## src/rtl/encd_bist_ctrl_if.sv

```systemverilog
// encd_bist_ctrl_if: control, status and encoder-under-test signals of the BIST controller
interface encd_bist_ctrl_if #(parameter int IN_W = 10, parameter int OUT_W = 4);
  logic start;
  logic abort;
  logic busy;
  logic done;
  logic pass;
  logic fail_vld;
  logic [IN_W-1:0] enc_in;
  logic [IN_W-1:0] err_cnt;
  logic [IN_W-1:0] first_fail_pat;
  logic [OUT_W-1:0] enc_out;
  logic [OUT_W-1:0] first_fail_val;
  modport master (
    output start, abort, enc_out,
    input  enc_in, busy, done, pass, err_cnt, fail_vld, first_fail_pat, first_fail_val
  );
  modport slave (
    input  start, abort, enc_out,
    output enc_in, busy, done, pass, err_cnt, fail_vld, first_fail_pat, first_fail_val
  );
endinterface

```

## src/rtl/encd_bist_ctrl.sv

```systemverilog
// encd_bist_ctrl: exhaustive sweep of every non-zero pattern through a priority encoder, checking each result
module encd_bist_ctrl #(
  parameter int IN_W   = 10,
  parameter int OUT_W  = 4,
  parameter int SETTLE = 2
) (
  input logic clk,
  input logic rst_n,
  encd_bist_ctrl_if.slave bus
);
  typedef enum logic [2:0] {IDLE, APPLY, WAIT, CHECK, DONE} state_t;
  state_t state, nxt;
  logic [IN_W-1:0] pat;
  logic [3:0] cnt;
  logic [OUT_W-1:0] gold;
  logic go, mis, last, run;
  assign go   = (state == IDLE || state == DONE) && bus.start && !bus.abort;
  assign mis  = state == CHECK && !bus.abort && bus.enc_out != gold;
  assign last = pat == '1;
  assign run  = nxt == APPLY || nxt == WAIT || nxt == CHECK;
  // reference result: index of the highest set bit of the current pattern
  always_comb begin
    gold = '0;
    for (int i = 0; i < IN_W; i++) gold = pat[i] ? OUT_W'(i) : gold;
  end
  // next state; abort wins over everything, including a simultaneous start
  always_comb begin
    nxt = bus.abort ? IDLE :
          (state == IDLE || state == DONE) ? (bus.start ? APPLY : state) :
          state == APPLY ? ((SETTLE > 0) ? WAIT : CHECK) :
          state == WAIT  ? (cnt == 4'd1 ? CHECK : WAIT) :
          state == CHECK ? (last ? DONE : APPLY) : IDLE;
  end
  // state register
  always_ff @(posedge clk or negedge rst_n) begin
    if (!rst_n) state <= IDLE;
    else state <= nxt;
  end
  // pattern walk, settle timer, drive to the encoder and result capture
  always_ff @(posedge clk or negedge rst_n) begin
    if (!rst_n) begin
      pat                <= '0;
      cnt                <= '0;
      bus.enc_in         <= '0;
      bus.busy           <= 1'b0;
      bus.done           <= 1'b0;
      bus.pass           <= 1'b0;
      bus.fail_vld       <= 1'b0;
      bus.err_cnt        <= '0;
      bus.first_fail_pat <= '0;
      bus.first_fail_val <= '0;
    end else begin
      if (go) begin
        pat                <= IN_W'(1);
        bus.pass           <= 1'b0;
        bus.fail_vld       <= 1'b0;
        bus.err_cnt        <= '0;
        bus.first_fail_pat <= '0;
        bus.first_fail_val <= '0;
      end else if (state == CHECK && !bus.abort) begin
        pat <= last ? pat : pat + IN_W'(1);
        if (mis && bus.err_cnt != '1) bus.err_cnt <= bus.err_cnt + IN_W'(1);
        if (mis && !bus.fail_vld) begin
          bus.fail_vld       <= 1'b1;
          bus.first_fail_pat <= pat;
          bus.first_fail_val <= bus.enc_out;
        end
        if (last) bus.pass <= bus.err_cnt == '0 && !mis;
      end
      cnt        <= state == APPLY ? 4'(SETTLE) : state == WAIT ? cnt - 4'd1 : cnt;
      bus.enc_in <= nxt == APPLY ? (go ? IN_W'(1) : pat + IN_W'(1)) : run ? bus.enc_in : '0;
      bus.busy   <= run;
      bus.done   <= nxt == DONE;
    end
  end
endmodule

```

## src/flat_wrapper.sv

```systemverilog
// flat-port wrapper written by rule: the top's interface ports become plain ports
module encd_bist_ctrl_flat 
#(
  parameter int IN_W   = 10,
  parameter int OUT_W  = 4,
  parameter int SETTLE = 2
)
  (clk, rst_n, bus_start, bus_abort, bus_enc_out, bus_enc_in, bus_busy, bus_done, bus_pass, bus_err_cnt, bus_fail_vld, bus_first_fail_pat, bus_first_fail_val);
  encd_bist_ctrl_if #(.IN_W(IN_W), .OUT_W(OUT_W)) bus_i ();
  input logic clk;
  input logic rst_n;
  input wire logic [$bits(bus_i.start)-1:0] bus_start;
  input wire logic [$bits(bus_i.abort)-1:0] bus_abort;
  input wire logic [$bits(bus_i.enc_out)-1:0] bus_enc_out;
  output wire logic [$bits(bus_i.enc_in)-1:0] bus_enc_in;
  output wire logic [$bits(bus_i.busy)-1:0] bus_busy;
  output wire logic [$bits(bus_i.done)-1:0] bus_done;
  output wire logic [$bits(bus_i.pass)-1:0] bus_pass;
  output wire logic [$bits(bus_i.err_cnt)-1:0] bus_err_cnt;
  output wire logic [$bits(bus_i.fail_vld)-1:0] bus_fail_vld;
  output wire logic [$bits(bus_i.first_fail_pat)-1:0] bus_first_fail_pat;
  output wire logic [$bits(bus_i.first_fail_val)-1:0] bus_first_fail_val;
  assign bus_i.start = bus_start;
  assign bus_i.abort = bus_abort;
  assign bus_i.enc_out = bus_enc_out;
  assign bus_enc_in = bus_i.enc_in;
  assign bus_busy = bus_i.busy;
  assign bus_done = bus_i.done;
  assign bus_pass = bus_i.pass;
  assign bus_err_cnt = bus_i.err_cnt;
  assign bus_fail_vld = bus_i.fail_vld;
  assign bus_first_fail_pat = bus_i.first_fail_pat;
  assign bus_first_fail_val = bus_i.first_fail_val;
  encd_bist_ctrl #(.IN_W(IN_W), .OUT_W(OUT_W), .SETTLE(SETTLE)) u_core (.clk(clk), .rst_n(rst_n), .bus(bus_i));
endmodule
```

## config.mk

```make
export PLATFORM = sky130hd
export DESIGN_NAME = encd_bist_ctrl_flat
export DESIGN_NICKNAME = d
export VERILOG_FILES = /design/src/rtl/encd_bist_ctrl_if.sv /design/src/rtl/encd_bist_ctrl.sv /design/src/flat_wrapper.sv
export SDC_FILE = /design/constraint.sdc
export NUM_CORES = 1
export LEC_CHECK = 0
export CAP_MARGIN = 5
export CORE_AREA = 2 2 82 84
export CTS_CLUSTER_SIZE = 14
export DETAILED_ROUTE_END_ITERATION = 8
export DIE_AREA = 0 0 84 86
export PLACE_DENSITY = 0.79
export SLEW_MARGIN = 20
export SYNTH_ARGS = -nofsm -noshare
export SYNTH_HDL_FRONTEND = slang
export SYNTH_SLANG_ARGS = --single-unit
```

## constraint.sdc

```tcl
create_clock -name clk -period 2.1 [get_ports clk]
set_clock_uncertainty 0.05 [all_clocks]
set_input_delay 0.21 -clock clk [delete_from_list [all_inputs] [get_ports clk]]
set_output_delay 0.21 -clock clk [all_outputs]
set_load 0.03 [all_outputs]
```

After elaboration in Yosys (flattened, before gate mapping)
Index checks and enable logic that the tools add are counted.
Widths: inputs -> output; s select.
{"block": "totals", "regBits": 55, "inputBits": 8}
{"block": "classes", "n_addsub": 3, "n_eq_ne": 14, "mux": 40, "reduce_logical": 24}
{"cell": "$mux 10", "count": 12}
{"cell": "$mux 4", "count": 13}
{"cell": "$mux 3", "count": 7}
{"cell": "$add 10x1->10 const B", "count": 2}
{"cell": "$eq 3x2->1 const B", "count": 4}
{"cell": "$eq 10x10->1 const B", "count": 1}
{"cell": "$logic_not 10->1", "count": 1}
{"cell": "$ne 10x10->1 const B", "count": 1}
{"cell": "$reduce_bool 2->1", "count": 5}
{"cell": "$mux 1", "count": 8}
{"cell": "$reduce_and 2->1", "count": 4}
{"cell": "$logic_and 1x1->1", "count": 7}
{"cell": "$eq 3x1->1 const B", "count": 2}
{"cell": "$eq 3x3->1 const B", "count": 2}
{"cell": "$eq 4x1->1 const B", "count": 1}
{"cell": "$ne 2x1->1 const B", "count": 2}
{"cell": "$ne 4x4->1", "count": 1}
{"cell": "$sub 4x1->4 const B", "count": 1}
{"cell": "$logic_not 1->1", "count": 3}
{"cell": "$logic_not 3->1", "count": 1}
{"cell": "$logic_or 1x1->1", "count": 3}

Logic depth before layout (Yosys ltp)
{"block": "logic_depth", "word_depth": 16, "mapped_depth": 10}

Least setup slack after synthesis
OpenSTA, ideal clock, no wires.
{"block": "synth_path", "kind": "flip-flop to flip-flop", "from": "register u_core.pat[0]", "to": "register u_core.bus.busy", "setup_time_ns": 0.124, "arrival_time_ns": 1.834, "path_slack_ns": 0.092, "path_stages_with_launch": 9, "n_path_buf": 1, "synth_period_minus_slack_ns": 2.008, "path_cell_list": "dfrtp_1 > ha_1 > nand3_4 > nor4_4 > nand2b_1 > buf_4 > nand2_1 > a31o_1 > or2_1"}
{"block": "synth_via", "elab_chain_len": 10}
{"item": "from (decl)", "line": "encd_bist_ctrl.sv:13", "source": "logic [IN_W-1:0] pat;"}
{"item": "from (signal assigned)", "line": "encd_bist_ctrl.sv:61", "source": "pat <= last ? pat : pat + IN_W'(1);"}
{"item": "$eq 10x10->1 *", "line": "encd_bist_ctrl.sv:19", "source": "assign last = pat == '1;"}
{"item": "$mux 3 * (2 in series)", "line": "encd_bist_ctrl.sv:32", "source": "state == CHECK ? (last ? DONE : APPLY) : IDLE;"}
{"item": "$mux 3 *", "line": "encd_bist_ctrl.sv:31", "source": "state == WAIT ? (cnt == 4'd1 ? CHECK : WAIT) :"}
{"item": "$mux 3 *", "line": "encd_bist_ctrl.sv:30", "source": "state == APPLY ? ((SETTLE > 0) ? WAIT : CHECK) :"}
{"item": "$mux 3 *", "line": "encd_bist_ctrl.sv:29", "source": "(state == IDLE || state == DONE) ? (bus.start ? APPLY : state) :"}
{"item": "$mux 3 *", "line": "encd_bist_ctrl.sv:28", "source": "nxt = bus.abort ? IDLE :"}
{"item": "named net u_core.nxt[0]", "line": "encd_bist_ctrl.sv:12", "source": "state_t state, nxt;"}
{"item": "$eq 3x1->1 or $eq 3x2->1 (tied branches)", "line": "encd_bist_ctrl.sv:20", "source": "assign run = nxt == APPLY || nxt == WAIT || nxt == CHECK;"}
{"item": "$logic_or 1x1->1", "line": "encd_bist_ctrl.sv:20"}
{"item": "$logic_or 1x1->1 *", "line": "encd_bist_ctrl.sv:20"}
{"item": "named net u_core.run", "line": "encd_bist_ctrl.sv:16", "source": "logic go, mis, last, run;"}
{"item": "to (signal assigned)", "line": "encd_bist_ctrl.sv:72", "source": "bus.busy <= run;"}
{"item": "to (decl)", "line": "encd_bist_ctrl_if.sv:20", "source": "output enc_in, busy, done, pass, err_cnt, fail_vld, first_fail_pat, first_fail_val"}
The timed path passes the listed nets; every way through them passes the cells marked *.
A chain may end at the register's enable or synchronous reset.

Worst setup path in the final report
{"block": "layout_path", "from": "register u_core.pat[4]", "to": "register u_core.bus.err_cnt[7]"}
{"block": "layout_via", "elab_chain_len": 11}
{"item": "$mux 4 (6 in series)", "line": "encd_bist_ctrl.sv:24", "source": "for (int i = 0; i < IN_W; i++) gold = pat[i] ? OUT_W'(i) : gold;"}
{"item": "$ne 4x4->1", "line": "encd_bist_ctrl.sv:18", "source": "assign mis = state == CHECK && !bus.abort && bus.enc_out != gold;"}
{"item": "$logic_and 1x1->1", "line": "encd_bist_ctrl.sv:18"}
{"item": "$logic_and 1x1->1", "line": "encd_bist_ctrl.sv:62", "source": "if (mis && bus.err_cnt != '1) bus.err_cnt <= bus.err_cnt + IN_W'(1);"}
{"item": "$reduce_bool 2->1 (no source line)"}
{"item": "$reduce_and 2->1 (no source line)"}
{"item": "to (signal assigned)", "line": "encd_bist_ctrl.sv:62"}
{"item": "to (decl)", "line": "encd_bist_ctrl_if.sv:20"}
Every way passes these cells.

==> run metrics <==
result of the run completed; Syn Nets 311; IO Pins 46; initial cell density of the core 0.446; crit path DAT 2.24 ns; GPL Wtd Cong between 0.8 and 0.9; post-synthesis sequential area ratio 0.491; top cell type's share of synthesized area 0.491; Min Clock Period, post-route approximately 2 ns; vias in the first global route 2396; ant diodes 0; worst skew pair latency 0.31 ns; Syn Std Cell Area ~2800 sq um; filler instances 546; final period utilization 0.973; Yosys reg bits between 50 and 60; row count 29; DP HPWL ~4800 um; Die Ht around 86 um; Overall Power roughly 2.2 mW; remaining global-route overflow 0; CORE AREA 6280 sq um; Crit. End Element flop; CP Launch Type flop; total track usage 0.194; post-DR wirelength/cell between 15 and 20 um; Clock transition at path regs 0.10 ns; mean area per synthesized cell ~9.4 sq um; cell taking the most area after synthesis dfrtp_1; r2r setup slk about 0.056 ns; largest net degree at the start of global routing 35; Top FF cell, synth dfrtp_1; Yosys warning total 0; Post-synth EDFFs 0; Root Driver clkbuf_8; Die Footprint between 7000 and 8000 sq um; share of layout cells above drive strength 1 0.145; most common cell in the netlist dfrtp_1; via-per-instance ratio 5.39; setup TNS 0 ns; port buffer count 45; LEAKAGE about 1.6 nW; CTS Sinks 55; TritonRoute pass-1 iters 4; global-route wire length before repair about 11000 um; clock buffer depth 2; H-tree levels 2; Tightest Hold Check Type input port to asynchronous set/reset pin; Synth async-reset ratio 1.00; Cells after Synth ~300; # DRC 0; DP Area roughly 3400 sq um; Chip Width approximately 84 um; hold violation count in the final report 0; Max-Cap Viols 0; Final nets 370; number of library cell types mapped by synthesis between 40 and 50; Detail Route Antenna Nets 0; 1st-iter DRT viols between 90 and 100; fin. max-slew vios 0; Setup WS post-layout approximately 0.056 ns; CP Max Fanout 5; Hold WS approximately 0.36 ns; Final Cell Area 3590 sq um; Final Setup Violations 0; ranking of synthesized cells by instance count dfrtp_1 (55), nand2_1 (31), nand3_1 (27); final WL 6680 um; max_slew headroom 0.645; Syn-to-layout area delta 28.2%; kind of critical path flop to flop; initial antenna violation count 0; worst slew pin tran around 0.53 ns; CTS buffer count 5; CP required roughly 2.3 ns; Peak VDD IR roughly 0.48 mV; vias around 2300; Synth area leaders dfrtp_1 (49%), xnor2_1 (5.9%), nand3_1 (4.8%); setup slack after placement ~0.068 ns; CTS tree built; Power Dens Cells between 600 and 700 nW/um^2; Max Fclk between 400 and 500 MHz
## repair_timing
action                                  in CTS  in global routing
resized for setup                            0                 10
buffers inserted                             0                  1
endpoints found under the setup margin       0                 25
endpoints found under the hold margin       21                  0
hold buffers                                 1                  0
## worst max-delay path, cell delays in order, from the launching register on
cell      delay [ns]
dfrtp_2         0.47
inv_1           0.17
nand3_1         0.10
o221ai_1        0.26
xnor2_2         0.14
and2_4          0.19
or4_4           0.47
a21oi_2         0.13
## cell type report
type / instances / area [sq um] / share of cell area
Timing Repair Buffer: 67 / 638 / 0.178
Sequential cell: 55 / 1380 / 0.384
Inverter: 23 / 86.3 / 0.0240
Multi-Input combinational cell: 205 / 1290 / 0.360
Clock buffer: 8 / 100 / 0.0279
Tap cell: 77 / 96.3 / 0.0268
## layer usage
| metal | global-route usage | share of wire | vias to the layer above |
|---|---|---|---|
| met5 | 0 | 0 | - |
| met4 | 0.0543 | 0.018 | 0 |
| met3 | 0.0414 | 0.042 | 11 |
| met2 | 0.337 | 0.49 | 56 |
| met1 | 0.247 | 0.45 | 1136 |
| li1 | - | - | 1141 |
## stage by stage
| stage | cells | util |
|---|---|---|
| 2_1_floorplan | 298 | - |
| 3_3_place_gp | 425 | 0.545 |
| 3_5_place_dp | 425 | 0.545 |
| 4_1_cts | 434 | 0.563 |
| 5_1_grt | 435 | 0.572 |
| 6_report | 435 | 0.572 |
## flip-flops by register name, summed over array words and instances, names as in the netlist
name,count
u_core.bus.first_fail_val,4
u_core.pat,10
u_core.bus.enc_in,10
u_core.bus.done,1
u_core.state,3
u_core.bus.first_fail_pat,10
u_core.bus.busy,1
u_core.cnt,4
u_core.bus.pass,1
u_core.bus.err_cnt,10
u_core.bus.fail_vld,1
## worst paths after layout
check / from / end / cells after the start
min: rst_n / u_core.bus.enc_in[4] / 2
min reg2reg: u_core.bus.enc_in[3] / u_core.bus.enc_in[3] / 2
max in group asynchronous: rst_n / u_core.bus.fail_vld / 3
max reg2reg: u_core.pat[4] / u_core.bus.err_cnt[7] / 7
min in group clk: u_core.bus.enc_in[3] / u_core.bus.enc_in[3] / 2
max: u_core.pat[4] / u_core.bus.err_cnt[7] / 7
## power breakdown
group	switching, mW	internal [mW]	total (mW)
registers	0.0541	1.12	1.18
logic	0.256	0.172	0.427
clock network	0.336	0.302	0.638
## layout by cell type (no fill, tap or decap), types with 2 or more instances in the layout
master	netlist	final
o21ai_1	14	14
nor4_4	1	2
and3_1	3	3
nor4_1	2	2
xnor2_1	19	18
a21oi_1	12	11
dfrtp_1	55	52
mux2i_1	7	7
a21oi_2	1	2
nand3b_1	4	4
dfrtp_2	0	3
nand2b_1	2	2
buf_12	0	2
buf_4	2	19
nor3_1	6	6
ha_1	5	4
a31o_1	2	2
or2_2	3	3
clkdlybuf4s50_1	0	44
nand3_1	27	27
inv_1	22	21
nand4_1	5	5
inv_2	1	2
nor2_1	23	23
clkbuf_8	0	7
nand2_1	31	31
o21ai_0	15	15
## logic make-up after synthesis
kind of cell / after synthesis / share of synthesized area
buf+inv: 38 / 0.0634
fa+ha+maj: 5 / 0.0223
flops: 55 / 0.491
xor+xnor: 19 / 0.0594
mux: 8 / 0.0290
simple gates: 118 / 0.220
compound gates: 55 / 0.115
Power figures use the tool's default switching activity.
